`config.mk`:
```
export PLATFORM = sky130hd
export DESIGN_NAME = hazard_scoreboard
export DESIGN_NICKNAME = d
export VERILOG_FILES = /design/src/rtl/hazard_scoreboard.sv
export SDC_FILE = /design/constraint.sdc
export NUM_CORES = 1
export LEC_CHECK = 0
export CAP_MARGIN = 30
export CORE_MARGIN = 5
export CORE_UTILIZATION = 46
export CTS_CLUSTER_SIZE = 40
export DETAILED_ROUTE_END_ITERATION = 10
export GPL_ROUTABILITY_DRIVEN = 0
export PLACE_DENSITY = 0.84
export SLEW_MARGIN = 20
export SYNTH_ARGS = -nofsm -noshare
export SYNTH_HDL_FRONTEND = slang
export SYNTH_SLANG_ARGS = --single-unit
```
`constraint.sdc`:
```
create_clock -name clk -period 3 [get_ports clk]
set_clock_uncertainty 0.15 [all_clocks]
set_input_delay 0.9 -clock clk [delete_from_list [all_inputs] [get_ports clk]]
set_output_delay 0.9 -clock clk [all_outputs]
set_load 0.05 [all_outputs]
```
`src/rtl/hazard_scoreboard.sv`:
```
// Hazard scoreboard: tracks in-flight destinations over NSTAGES post-decode stages and
// produces the decode stall, registered EX bypass selects, flush bubbles and perf counters.
module hazard_scoreboard #(
  parameter int unsigned REGBITS    = 5,
  parameter int unsigned NSTAGES    = 3,
  parameter int unsigned ALU_READY  = 1,
  parameter int unsigned LOAD_READY = 2,
  parameter int unsigned CNTW       = 32
) (
  input  logic                               clk,
  input  logic                               reset,
  input  logic                               id_valid,
  input  logic [REGBITS-1:0]                 id_rs,
  input  logic [REGBITS-1:0]                 id_rt,
  input  logic                               id_uses_rs,
  input  logic                               id_uses_rt,
  input  logic [REGBITS-1:0]                 id_wa,
  input  logic                               id_regwrite,
  input  logic                               id_is_load,
  input  logic                               flush,
  output logic                               stall,
  output logic [$clog2(NSTAGES+1)-1:0]       ex_fwd_a,
  output logic [$clog2(NSTAGES+1)-1:0]       ex_fwd_b,
  output logic                               ex_valid,
  output logic [CNTW-1:0]                    stall_cnt,
  output logic [CNTW-1:0]                    fwd_cnt
);

  localparam int unsigned FW = $clog2(NSTAGES + 1);

  logic               valid_q    [1:NSTAGES];
  logic               valid_d    [1:NSTAGES];
  logic [REGBITS-1:0] wa_q       [1:NSTAGES];
  logic [REGBITS-1:0] wa_d       [1:NSTAGES];
  logic               regwrite_q [1:NSTAGES];
  logic               regwrite_d [1:NSTAGES];
  logic               is_load_q  [1:NSTAGES];
  logic               is_load_d  [1:NSTAGES];

  logic [FW-1:0]   ex_fwd_a_q, ex_fwd_a_d;
  logic [FW-1:0]   ex_fwd_b_q, ex_fwd_b_d;
  logic            ex_valid_q, ex_valid_d;
  logic [CNTW-1:0] stall_cnt_q, stall_cnt_d;
  logic [CNTW-1:0] fwd_cnt_q, fwd_cnt_d;

  logic [FW-1:0] sel_a, sel_b;
  logic          haz_a, haz_b;
  logic          bubble;

  function automatic logic live(input int unsigned k);
    return valid_q[k] && regwrite_q[k] && (wa_q[k] != '0);
  endfunction

  function automatic int unsigned ready_at(input int unsigned k);
    return is_load_q[k] ? LOAD_READY : ALU_READY;
  endfunction

  // Scan oldest to youngest so the youngest matching producer overrides; WB stage excluded.
  always_comb begin
    sel_a = '0;
    sel_b = '0;
    haz_a = 1'b0;
    haz_b = 1'b0;
    for (int unsigned k = NSTAGES - 1; k >= 1; k--) begin
      if (id_valid && id_uses_rs && live(k) && (wa_q[k] == id_rs)) begin
        haz_a = !(k + 1 > ready_at(k));
        sel_a = haz_a ? '0 : FW'(k + 1);
      end
      if (id_valid && id_uses_rt && live(k) && (wa_q[k] == id_rt)) begin
        haz_b = !(k + 1 > ready_at(k));
        sel_b = haz_b ? '0 : FW'(k + 1);
      end
    end
  end

  assign stall  = (haz_a || haz_b) && !flush && !reset;
  assign bubble = flush || stall;

  always_comb begin
    valid_d    = valid_q;
    wa_d       = wa_q;
    regwrite_d = regwrite_q;
    is_load_d  = is_load_q;
    for (int unsigned k = 2; k <= NSTAGES; k++) begin
      valid_d[k]    = valid_q[k-1];
      wa_d[k]       = wa_q[k-1];
      regwrite_d[k] = regwrite_q[k-1];
      is_load_d[k]  = is_load_q[k-1];
    end
    if (flush) begin
      valid_d[2] = 1'b0;
    end
    if (bubble) begin
      valid_d[1]    = 1'b0;
      wa_d[1]       = '0;
      regwrite_d[1] = 1'b0;
      is_load_d[1]  = 1'b0;
    end else begin
      valid_d[1]    = id_valid;
      wa_d[1]       = id_wa;
      regwrite_d[1] = id_regwrite;
      is_load_d[1]  = id_is_load;
    end

    ex_fwd_a_d = bubble ? '0 : sel_a;
    ex_fwd_b_d = bubble ? '0 : sel_b;
    ex_valid_d = valid_d[1];

    stall_cnt_d = stall_cnt_q;
    if (stall && (stall_cnt_q != '1)) begin
      stall_cnt_d = stall_cnt_q + CNTW'(1);
    end
    fwd_cnt_d = fwd_cnt_q;
    if (!bubble && id_valid && ((sel_a != '0) || (sel_b != '0)) && (fwd_cnt_q != '1)) begin
      fwd_cnt_d = fwd_cnt_q + CNTW'(1);
    end
  end

  always_ff @(posedge clk) begin
    if (reset) begin
      for (int unsigned k = 1; k <= NSTAGES; k++) begin
        valid_q[k]    <= 1'b0;
        wa_q[k]       <= '0;
        regwrite_q[k] <= 1'b0;
        is_load_q[k]  <= 1'b0;
      end
      ex_fwd_a_q  <= '0;
      ex_fwd_b_q  <= '0;
      ex_valid_q  <= 1'b0;
      stall_cnt_q <= '0;
      fwd_cnt_q   <= '0;
    end else begin
      valid_q     <= valid_d;
      wa_q        <= wa_d;
      regwrite_q  <= regwrite_d;
      is_load_q   <= is_load_d;
      ex_fwd_a_q  <= ex_fwd_a_d;
      ex_fwd_b_q  <= ex_fwd_b_d;
      ex_valid_q  <= ex_valid_d;
      stall_cnt_q <= stall_cnt_d;
      fwd_cnt_q   <= fwd_cnt_d;
    end
  end

  assign ex_fwd_a  = ex_fwd_a_q;
  assign ex_fwd_b  = ex_fwd_b_q;
  assign ex_valid  = ex_valid_q;
  assign stall_cnt = stall_cnt_q;
  assign fwd_cnt   = fwd_cnt_q;

endmodule

```
==> results by group, run 1 <==
Logic synthesis
  – Ys async rst share: 0
  – Post-synthesis instance total: 491
  – Post-synth cell types: 50
  – Syn Nets: 516
  – Register bit total from synthesis: 83
  – Synth area leaders: dfxtp_1 (40%), xnor2_1 (8.9%), nor2_1 (5.0%)
  – Yosys top cell by area: dfxtp_1
  – Avg Cell Area, Syn: 8.458 um2
  – Yosys warning count: 0
  – Share of the yosys chip area belonging to registers: 0.4001
  – Most used DFF post-synth: dfxtp_1
  – Synth top area share: 0.4001
  – Synthesized area: 4153 um2
  – Post-synth EDFFs: 0

Clock network
  – Clk_lat worst skew: 0.35 ns
  – CTS tree: yes
  – Root Buffer: clkbuf_8
  – Post-cts hold buffer count: 0
  – Clock Sinks: 83
  – CTS Buf Count: 9
  – Clk buf depth: 2
  – H-tree Lvls: 3
  – Clock slew seen by the registers of the worst setup and hold paths: 0.08 ns

Route
  – Final wirelength: 11150 um
  – Routed vias: 4059
  – Detailed Route Iter0 Violations: 136
  – Drt wl/cell: 15.29 um
  – Drt via density: 5.568
  – Drt pass-1 iters: 5
  – Residual DRC: 0
  – DRT antenna net count: 0

Timing
  – Setup Viol. Count Final: 1
  – Final WS setup: -0.01482 ns
  – Worst-Margin Slew: 0.8135 ns
  – RSZ-0062 raised after global routing: true
  – Final Hold Fails: 0
  – Max Fclk: 0.3317 GHz
  – Slew HR: 0.4577
  – Fin crit share: 1.005
  – Fin crit period: 3.015 ns
  – Max-slew violations: 0

GRT
  – Initial antenna violation count: 0
  – Pin count of the biggest net entering global routing: 84
  – Vias in the first global route: 3781
  – Overall routing resource usage: 0.1926
  – First-pass GRT wire length: 17760 um
  – Grt total ovfl: 0

Outcome
  – Failing checks: negative setup slack
  – Status: finished, violations left

Pwr
  – Share of total power in the clock network: 0.367
  – P_int: 1.501 mW
  – Comb pwr share: 0.066
  – Power per Cell Area: 347.1 nW/um2
  – Sw Ratio: 0.2389
  – NetSw: 0.4711 mW
  – Static leakage power: 1.954 nW
  – Peak supply drop: 0.0001762 V
  – Seq pwr share: 0.567

Placement
  – HPWL Detailed: 7979 um
  – # placed instances: 703
  – Port buffer count: 92
  – Placed inst area: 5368 um2

Die
  – Rows: 34
  – Top-level port count: 93
  – Core ar.: 8763 um2
  – Initial Utilization: 0.4739
  – Die ar.: 11030 um2
  – DIE WIDTH: 105.0 um
  – Die Y: 105.0 um

Critical path
  – Worst Setup End Kind: primary output
  – R2R Path End: fwd_cnt[23]
  – FF-to-FF path depth: 9
  – Setup crit start kind: primary input
  – Crit path from: id_rt[0]
  – WS Path Type: primary input to primary output
  – Worst path required time: 1.95 ns
  – Reg-to-Reg Start: wa_d[7]
  – Reg-to-reg setup timing slack: 0.14 ns
  – CP arrival: 1.96 ns
  – CP Max Fanout: 2

Hold path
  – Hold path start: regwrite_d[1]
  – Worst min path class: flip-flop to flip-flop
  – Hold Path End: regwrite_d[0]
  – Worst Hold Depth: 1

Final layout
  – NumNets Final: 641
  – Fillcell total: 663
  – Register area: 1664 um2
  – Final Cell Area: 5680 um2
  – Share of cells above drive strength 1: 0.1739
  – Ant diodes: 0
  – Fin cells: 729
  – Area Overhead vs Synth: 36.79%
  – Area of the multi-input gates: 2441 um2

Run
  – Max-cap violation count: 0
worst max-delay path: stages:
cell and delay, ns:
buf_2 0.12, xnor2_2 0.15, nand4_1 0.22, o22ai_2 0.26, nand2_2 0.10, inv_2 0.09, buf_12 0.13
timing repair:
| item | 4_1_cts | 5_1_grt |
|---|---|---|
| endpoints found under the setup margin | 59 | 14 |
| gates resized for setup | 49 | 12 |
| buffers inserted | 7 | 3 |
| pin swaps | 18 | 12 |
layer usage:
metal / vias to the layer above / wire length [um] / track usage
met5: - / 0 / 0
met4: 0 / 325 / 0.09863
met3: 29 / 534 / 0.03453
met2: 129 / 5573 / 0.3291
met1: 1897 / 4714 / 0.2300
li1: 2004 / - / -
registers in the layout, summed over array words and instances (netlist names):
name,cells
ex_fwd_a,2
valid_q,1
valid_d,1
wa_d,10
stall_cnt,32
fwd_cnt,32
regwrite_d,2
is_load_d,1
ex_fwd_b,2
metrics by stage:
stage	hold WS [ns]	total power [mW]	TNS [ns]	setup slack, ns	utilization
CTS	0.3472	1.976	0	0.002609	0.6419
finish	0.3493	1.972	-0.01482	-0.01482	0.6482
global route	0.3617	2.041	-0.09631	-0.09384	0.6482
global placement	0.3204	1.252	-24.82	-0.5134	0.6125
floorplan	0.3077	1.193	0	0.008578	-
detailed placement	0.3332	1.255	-30.65	-0.6254	0.6125
Yosys cell counts, types with 10 or more instances:
| cell | instances |
|---|---|
| a21oi_1 | 22 |
| nand2_1 | 40 |
| clkbuf_1 | 13 |
| nor2_1 | 55 |
| nor2b_1 | 17 |
| o21ai_0 | 24 |
| xnor2_1 | 42 |
| nand4_1 | 25 |
| nor3_1 | 22 |
| or3_1 | 23 |
| nand3_1 | 18 |
| inv_1 | 10 |
| and3_1 | 11 |
| or4_1 | 12 |
| dfxtp_1 | 83 |
power by group through the flow:
stage                     combinational [mW]  sequential [mW]  clock (mW)
after global routing                   0.138             1.12       0.784
final                                  0.130             1.12       0.723
after floorplan                       0.0518             1.14           0
after global placement                 0.111             1.14           0
after detailed placement               0.113             1.14           0
after CTS                              0.122             1.12       0.737
cells in the final DEF, fill, tap and decap left out, types with 6 or more instances in the layout:
| master | netlist | routed |
|---|---|---|
| or3_1 | 23 | 23 |
| and4_1 | 6 | 6 |
| xor2_1 | 6 | 6 |
| and3_1 | 11 | 11 |
| a21oi_1 | 22 | 22 |
| inv_1 | 10 | 9 |
| buf_4 | 2 | 43 |
| buf_2 | 4 | 7 |
| xnor2_1 | 42 | 35 |
| clkbuf_8 | 0 | 10 |
| dfxtp_1 | 83 | 81 |
| xnor2_2 | 0 | 6 |
| nor2b_1 | 17 | 17 |
| nand2_1 | 40 | 38 |
| nand3_1 | 18 | 17 |
| or4_1 | 12 | 12 |
| nor3_1 | 22 | 22 |
| clkdlybuf4s50_1 | 0 | 76 |
| nand4_1 | 25 | 25 |
| o21ai_0 | 24 | 24 |
| nor2_1 | 55 | 53 |
cell type report:
class	count	area share
multi-input cells	376	0.4297
flip-flops and latches	83	0.2930
repair buffers	136	0.2167
clock buffers	12	0.02555
well taps	108	0.02379
inverters	10	0.006608
clock inverters	4	0.004626
logic make-up (layout without fill, tap and decap cells):
group / count (synthesis) / count (layout) / share of synthesized area
XOR/XNOR: 48 / 48 / 0.1012
adder cells (fa/ha/maj): 2 / 2 / 0.006025
flip-flops: 83 / 83 / 0.4001
buffers and inverters: 32 / 162 / 0.03736
multiplexers: 7 / 7 / 0.01838
AND/OR/NAND/NOR: 252 / 252 / 0.3254
AO/OA/AOI/OAI: 67 / 67 / 0.1115
how the worst max path moves through the flow:
stage	depth (start not counted)	endpoint	slack [ns]
finish	7	stall	-0.01
global route	6	stall	-0.09
CTS	7	stall	0.003
detailed placement	8	fwd_cnt[21]	-0.63
global placement	8	fwd_cnt[22]	-0.51
floorplan	8	fwd_cnt[9]	0.009
Note: power is estimated with default switching activity, not from simulation.
==> run 2, diff against run 1 <==
- CTS_CLUSTER_DIAMETER: unset -> 100
- PLACE_DENSITY: 0.84 -> 0.77
==> results by group, run 2 (synthesized netlist as in run 1, its figures left out) <==
Route
  – Drt pass-1 iters: 5 (unchanged)
  – Final wirelength: 11200 um (was 11150 um)
  – Drt via density: 5.598 (was 5.568)
  – Residual DRC: 0 (unchanged)
  – Drt wl/cell: 15.40 um (was 15.29 um)
  – Routed vias: 4070 (was 4059)
  – DRT antenna net count: 0 (unchanged)
  – Detailed Route Iter0 Violations: 110 (was 136)

Critical path
  – Critical path's top delay family: buffers and inverters (unchanged)
  – WS Path Type: primary input to primary output (unchanged)
  – Peak per-stage delay on the critical path: 0.26 ns (about the same)
  – Worst path cell trace: buf_4 -> xnor2_2 -> nand4_1 -> o22ai_2 -> nand2_2 -> inv_2 -> buf_12 (was buf_2 -> xnor2_2 -> nand4_1 -> o22ai_2 -> nand2_2 -> inv_2 -> buf_12)
  – Crit-path slowest cell: o22ai_2 (unchanged)
  – Reg-to-reg setup timing slack: 0.17 ns (was 0.14 ns)
  – CP arrival: 1.97 ns (was 1.96 ns)
  – Worst Setup End Kind: primary output (unchanged)
  – Buffer and inverter count on the worst path: 3 (unchanged)
  – CP Max Fanout: 2 (unchanged)
  – Worst path required time: 1.95 ns (about the same)
  – Setup crit start kind: primary input (unchanged)

Timing
  – Fin crit period: 3.020 ns (was 3.015 ns)
  – Setup Viol. Count Final: 1 (unchanged)
  – Worst hold margin: 0.3320 ns (was 0.3493 ns)
  – Final Hold Fails: 0 (unchanged)
  – Worst-Margin Slew: 0.8458 ns (was 0.8135 ns)
  – Max Fclk: 0.3311 GHz (was 0.3317 GHz)
  – Final WS setup: -0.02019 ns (was -0.01482 ns)
  – Slew HR: 0.4361 (was 0.4577)
  – RSZ-0062 raised after global routing: true (unchanged)
  – Max-slew violations: 0 (unchanged)
  – Fin crit share: 1.007 (was 1.005)
  – Setup TNS: -0.02019 ns (was -0.01482 ns)

GRT
  – Pin count of the biggest net entering global routing: 84 (unchanged)
  – Vias in the first global route: 3842 (was 3781)
  – Initial antenna violation count: 0 (unchanged)
  – First-pass GRT wire length: 17890 um (was 17760 um)
  – Overall routing resource usage: 0.1925 (was 0.1926)
  – Grt total ovfl: 0 (unchanged)

Final layout
  – Register area: 1662 um2 (was 1664 um2)
  – Most frequent cells in the layout: dfxtp_1 (83), clkdlybuf4s50_1 (76), nor2_1 (54), buf_4 (40), nand2_1 (39) (was dfxtp_1 (81), clkdlybuf4s50_1 (76), nor2_1 (53), buf_4 (43), nand2_1 (38))
  – Commonest non-fill, non-tap cell in the layout: dfxtp_1 (unchanged)
  – Area Overhead vs Synth: 38.90% (was 36.79%)
  – Fillcell total: 730 (was 663)
  – NumNets Final: 640 (was 641)
  – Share of cells above drive strength 1: 0.1826 (was 0.1739)
  – Area of the multi-input gates: 2492 um2 (was 2441 um2)
  – Fin util: 0.6582 (was 0.6482)
  – Final Cell Area: 5768 um2 (was 5680 um2)
  – Ant diodes: 0 (unchanged)

Clock network
  – Root Buffer: clkbuf_8 (unchanged)
  – Clock Sinks: 83 (unchanged)
  – Clk_lat worst skew: 0.35 ns (about the same)
  – CTS Buf Count: 9 (unchanged)
  – H-tree Lvls: 3 (unchanged)
  – Clock slew seen by the registers of the worst setup and hold paths: 0.08 ns (about the same)
  – Clk buf depth: 2 (unchanged)
  – CTS tree: yes (unchanged)

Die
  – Top-level port count: 93 (unchanged)
  – Die Y: 105.0 um (unchanged)
  – Initial Utilization: 0.4739 (unchanged)
  – DIE WIDTH: 105.0 um (unchanged)
  – Die ar.: 11030 um2 (unchanged)
  – Core ar.: 8763 um2 (unchanged)
  – Rows: 34 (unchanged)

Placement
  – Port buffer count: 92 (unchanged)
  – Placed inst area: 5375 um2 (was 5368 um2)
  – HPWL Detailed: 7906 um (was 7979 um)

Pwr
  – Peak supply drop: 0.0002115 V (was 0.0001762 V)
  – Static leakage power: 2.010 nW (was 1.954 nW)
  – Power per Cell Area: 367.3 nW/um2 (was 347.1 nW/um2)

Run
  – Max-cap violation count: 0 (unchanged)

Hold path
  – Worst min path class: flip-flop to flip-flop (unchanged)

Outcome
  – Failing checks: negative setup slack (unchanged)
  – Status: finished, violations left (unchanged)
[run 2: where the power goes]
| part | total (mW) | leakage (nW) | internal, mW | switching (mW) |
|---|---|---|---|---|
| logic | 0.121 | 1.23 | 0.0643 | 0.0569 |
| clock network | 0.881 | 0.108 | 0.484 | 0.397 |
| registers | 1.12 | 0.670 | 1.11 | 0.00915 |
| total | 2.12 | 2.01 | 1.66 | 0.463 |
[run 2: per-layer routing]
metal | wire length [um] | vias to the layer above | GRT usage
li1 | - | 1990 | -
met1 | 4864 | 1926 | 0.2477
met2 | 5397 | 133 | 0.3129
met3 | 698 | 21 | 0.04501
met4 | 237 | 0 | 0.07306
met5 | 0 | - | 0
[run 2: per-stage QoR]
stage | cells | setup WS (ns) | total power [mW]
final | 727 | -0.02019 | 2.118
after floorplan | 491 | 0.008578 | 1.193
after CTS | 725 | 0.001147 | 2.122
after detailed placement | 704 | -0.6228 | 1.254
after global routing | 727 | -0.08909 | 2.188
after global placement | 704 | -0.5511 | 1.252
[run 2: what timing repair did]
item                       CTS  global route
setup endpoints to repair   61            20
pin swaps                   19            12
gates cloned                 0             1
resized for setup           46            24
hold buffers                 0             0
setup buffers                6             1
[run 2: cell type report]
type / instances / area share
Inverter: 10 / 0.006508
Clock inverter: 5 / 0.01345
Tap cell: 108 / 0.02343
Timing Repair Buffer: 135 / 0.2126
Multi-Input combinational cell: 376 / 0.4321
Sequential cell: 83 / 0.2881
Clock buffer: 10 / 0.02386
[run 2: path summary, 6_finish.rpt]
kind / start / endpoint / depth (start not counted)
min reg2reg: regwrite_d[1] / regwrite_d[0] / 1
min: regwrite_d[1] / regwrite_d[0] / 1
max reg2reg: wa_d[7] / fwd_cnt[23] / 9
max: id_rt[2] / stall / 7
[run 2: worst register-to-register path, stage by stage, from the launching register on]
cell       delay (ns)
dfxtp_1          0.39
or4_1            0.54
o211ai_2         0.21
nor2_1           0.10
buf_4            0.14
buf_4            0.14
a2111oi_4        0.34
o21ai_4          0.18
nor3_1           0.18
mux2_2           0.35
==> RTL change: new RTL, settings of run 1 <==
The parameter `NSTAGES` goes from 3 to 2.
--- a/src/rtl/hazard_scoreboard.sv
+++ b/src/rtl/hazard_scoreboard.sv
@@ -2,7 +2,7 @@
 // produces the decode stall, registered EX bypass selects, flush bubbles and perf counters.
 module hazard_scoreboard #(
   parameter int unsigned REGBITS    = 5,
-  parameter int unsigned NSTAGES    = 3,
+  parameter int unsigned NSTAGES    = 2,
   parameter int unsigned ALU_READY  = 1,
   parameter int unsigned LOAD_READY = 2,
   parameter int unsigned CNTW       = 32
Check against the original RTL: not equivalent (Yosys sat finds a counterexample within 4 cycles, from zero or initial values and one cycle with reset high).
==> RTL change against run 1 <==
The flow still finishes with violations (setup timing). Sequential share of layout area down 1.1 points. Area after synthesis down 6.4%. Die area down 5.8%. Power up 1.4%. Final area down 7.0%. Worst setup slack worse by 0.074 ns. Critical path depth down 1. Non-clock buffer count down 17. Via count up 2.4%. Wire length up 1.7%. Global-route usage up 2.8 points. Sequential cell count down 9. Critical path type is now reg -> out. Largest cell class unchanged. Largest power group unchanged. Highest routed layer unchanged.
==> RTL change: results (changes against run 1) <==
Logic synthesis
  – Post-synth top cells: dfxtp_1, a21oi_1, nand2_1, or4_1, o31ai_1
  – Sequential share of the synthesized area: 38.1% (-1.9 points)
  – Synth top area cells: dfxtp_1, a21oi_1, or4_1, o31ai_1, nand4_1
  – Syn_area_per_cell: 8.32 sq um (-1.6%)
  – Distinct cell type count of the synthesized netlist: 48 (-4.0%)

Power and ir drop
  – Worst IR drop on VDD: 0.308 mV (+75%)

Layout
  – Non-clock buffer count: 119 (-13%)
  – Non-Filler Instances: 684 (-6.2%)
  – # fillers: 664 (+0.15%)
  – Number of multi-input combinational cells in the layout: 358 (-4.8%)
  – Fraction of final layout cells with drive strength greater than 1: 14.9% (-2.5 points)
  – Total number of nets in the final design: 599 (-6.6%)
  – Footprint of the multi-input gates: 0.00227 sq mm (-7.0%)
  – Non-clock buffer area fraction after layout: 20.9% (-0.80 points)
  – Non-clk invs: 12 (+2)
  – Flip-flop and latch area: 0.00149 sq mm (-10%)
  – ClkCell Share: 4.50% (+1.5 points)

Outcome
  – Result of the run: finished, violations left
  – Violated checks: setup timing

Worst setup path
  – Minimum setup slack among reg-to-reg paths: 0.34 ns (+0.20 ns)
  – Cell at the slowest stage of the critical path: or4_4
  – Data arrival time of the critical path: 2.04 ns (+0.08 ns)
  – Worst setup path class: reg -> out
  – Worst reg2reg path endpoint: stall_cnt[28]$_SDFFE_PP0P_
  – Delay-heaviest family, CP: simple AND/OR/NAND/NOR gates
  – Startpoint of the lowest-slack register-to-register path: wa_d[2]$_SDFF_PP0_

Min path
  – Hold Path Cell Cnt: 2 (+1)
  – Min-Delay Endpoint: stall_cnt[13]$_SDFFE_PP0P_
  – Hold Path Origin: stall_cnt[13]$_SDFFE_PP0P_

Placement
  – Quantity of I/O buffers inserted on ports: 90 (-2.2%)
  – Placed insts: 659 (-6.3%)
  – Detailed Place HPWL: 7720 um (-3.2%)

STA
  – Min setup slack post-route: -0.0889 ns (-0.0740 ns)
  – Count of final setup violators: 1 (unchanged)
  – Setup TNS Final: -0.0889 ns (-0.0740 ns)
  – Hold_ws: 0.357 ns (+0.00792 ns)

Global route
  – Global Route met2 Usage: 38.9% (+6.0 points)
  – Antenna violations before repair: 0 (unchanged)
  – Met1 layer usage reported by global route: 27.1% (+4.1 points)
  – First-pass GRT wire length: 18,700 um (+5.5%)
  – Aggregate global-route resource usage: 22.1% (+2.8 points)

Drt
  – Routed via count: 4,158 (+2.4%)
  – Routed met1 length: 4730 um (+0.28%)
  – First DRT Iteration DRCs: 173 (+27%)
  – Wirelength, routed: 11,300 um (+1.7%)

Clock network
  – Setup bufs post-CTS: 5 (-2)
  – Clk sink count: 74 (-11%)
  – CTS-repair resized insts: 48 (-2.0%)
RTL change: metrics by stage:
step / setup slack [ns] / area (sq um)
finish: -0.0889 / 5280
global route: -0.155 / 5280
CTS: -0.0963 / 5230
detailed placement: -0.535 / 4920
global placement: -0.481 / 4920
floorplan: -0.238 / 3900
RTL change: report_power, final:
group	internal (mW)	total [mW]	switching [mW]
Combinational	0.0454	0.0959	0.0505
Clock	0.535	0.914	0.379
Sequential	0.985	0.989	0.00449
RTL change: cell families (layout without fill, tap and decap cells):
logic type | Yosys count | after routing | share of synthesized area (%)
fa+ha+maj | 2 | 2 | 0.644
mux | 5 | 5 | 1.42
xor+xnor | 12 | 12 | 2.71
flops | 74 | 74 | 38.1
compound gates | 127 | 127 | 20.7
other cells | 1 | 2 | 0.0965
simple gates | 210 | 210 | 31.4
buf+inv | 36 | 147 | 4.83
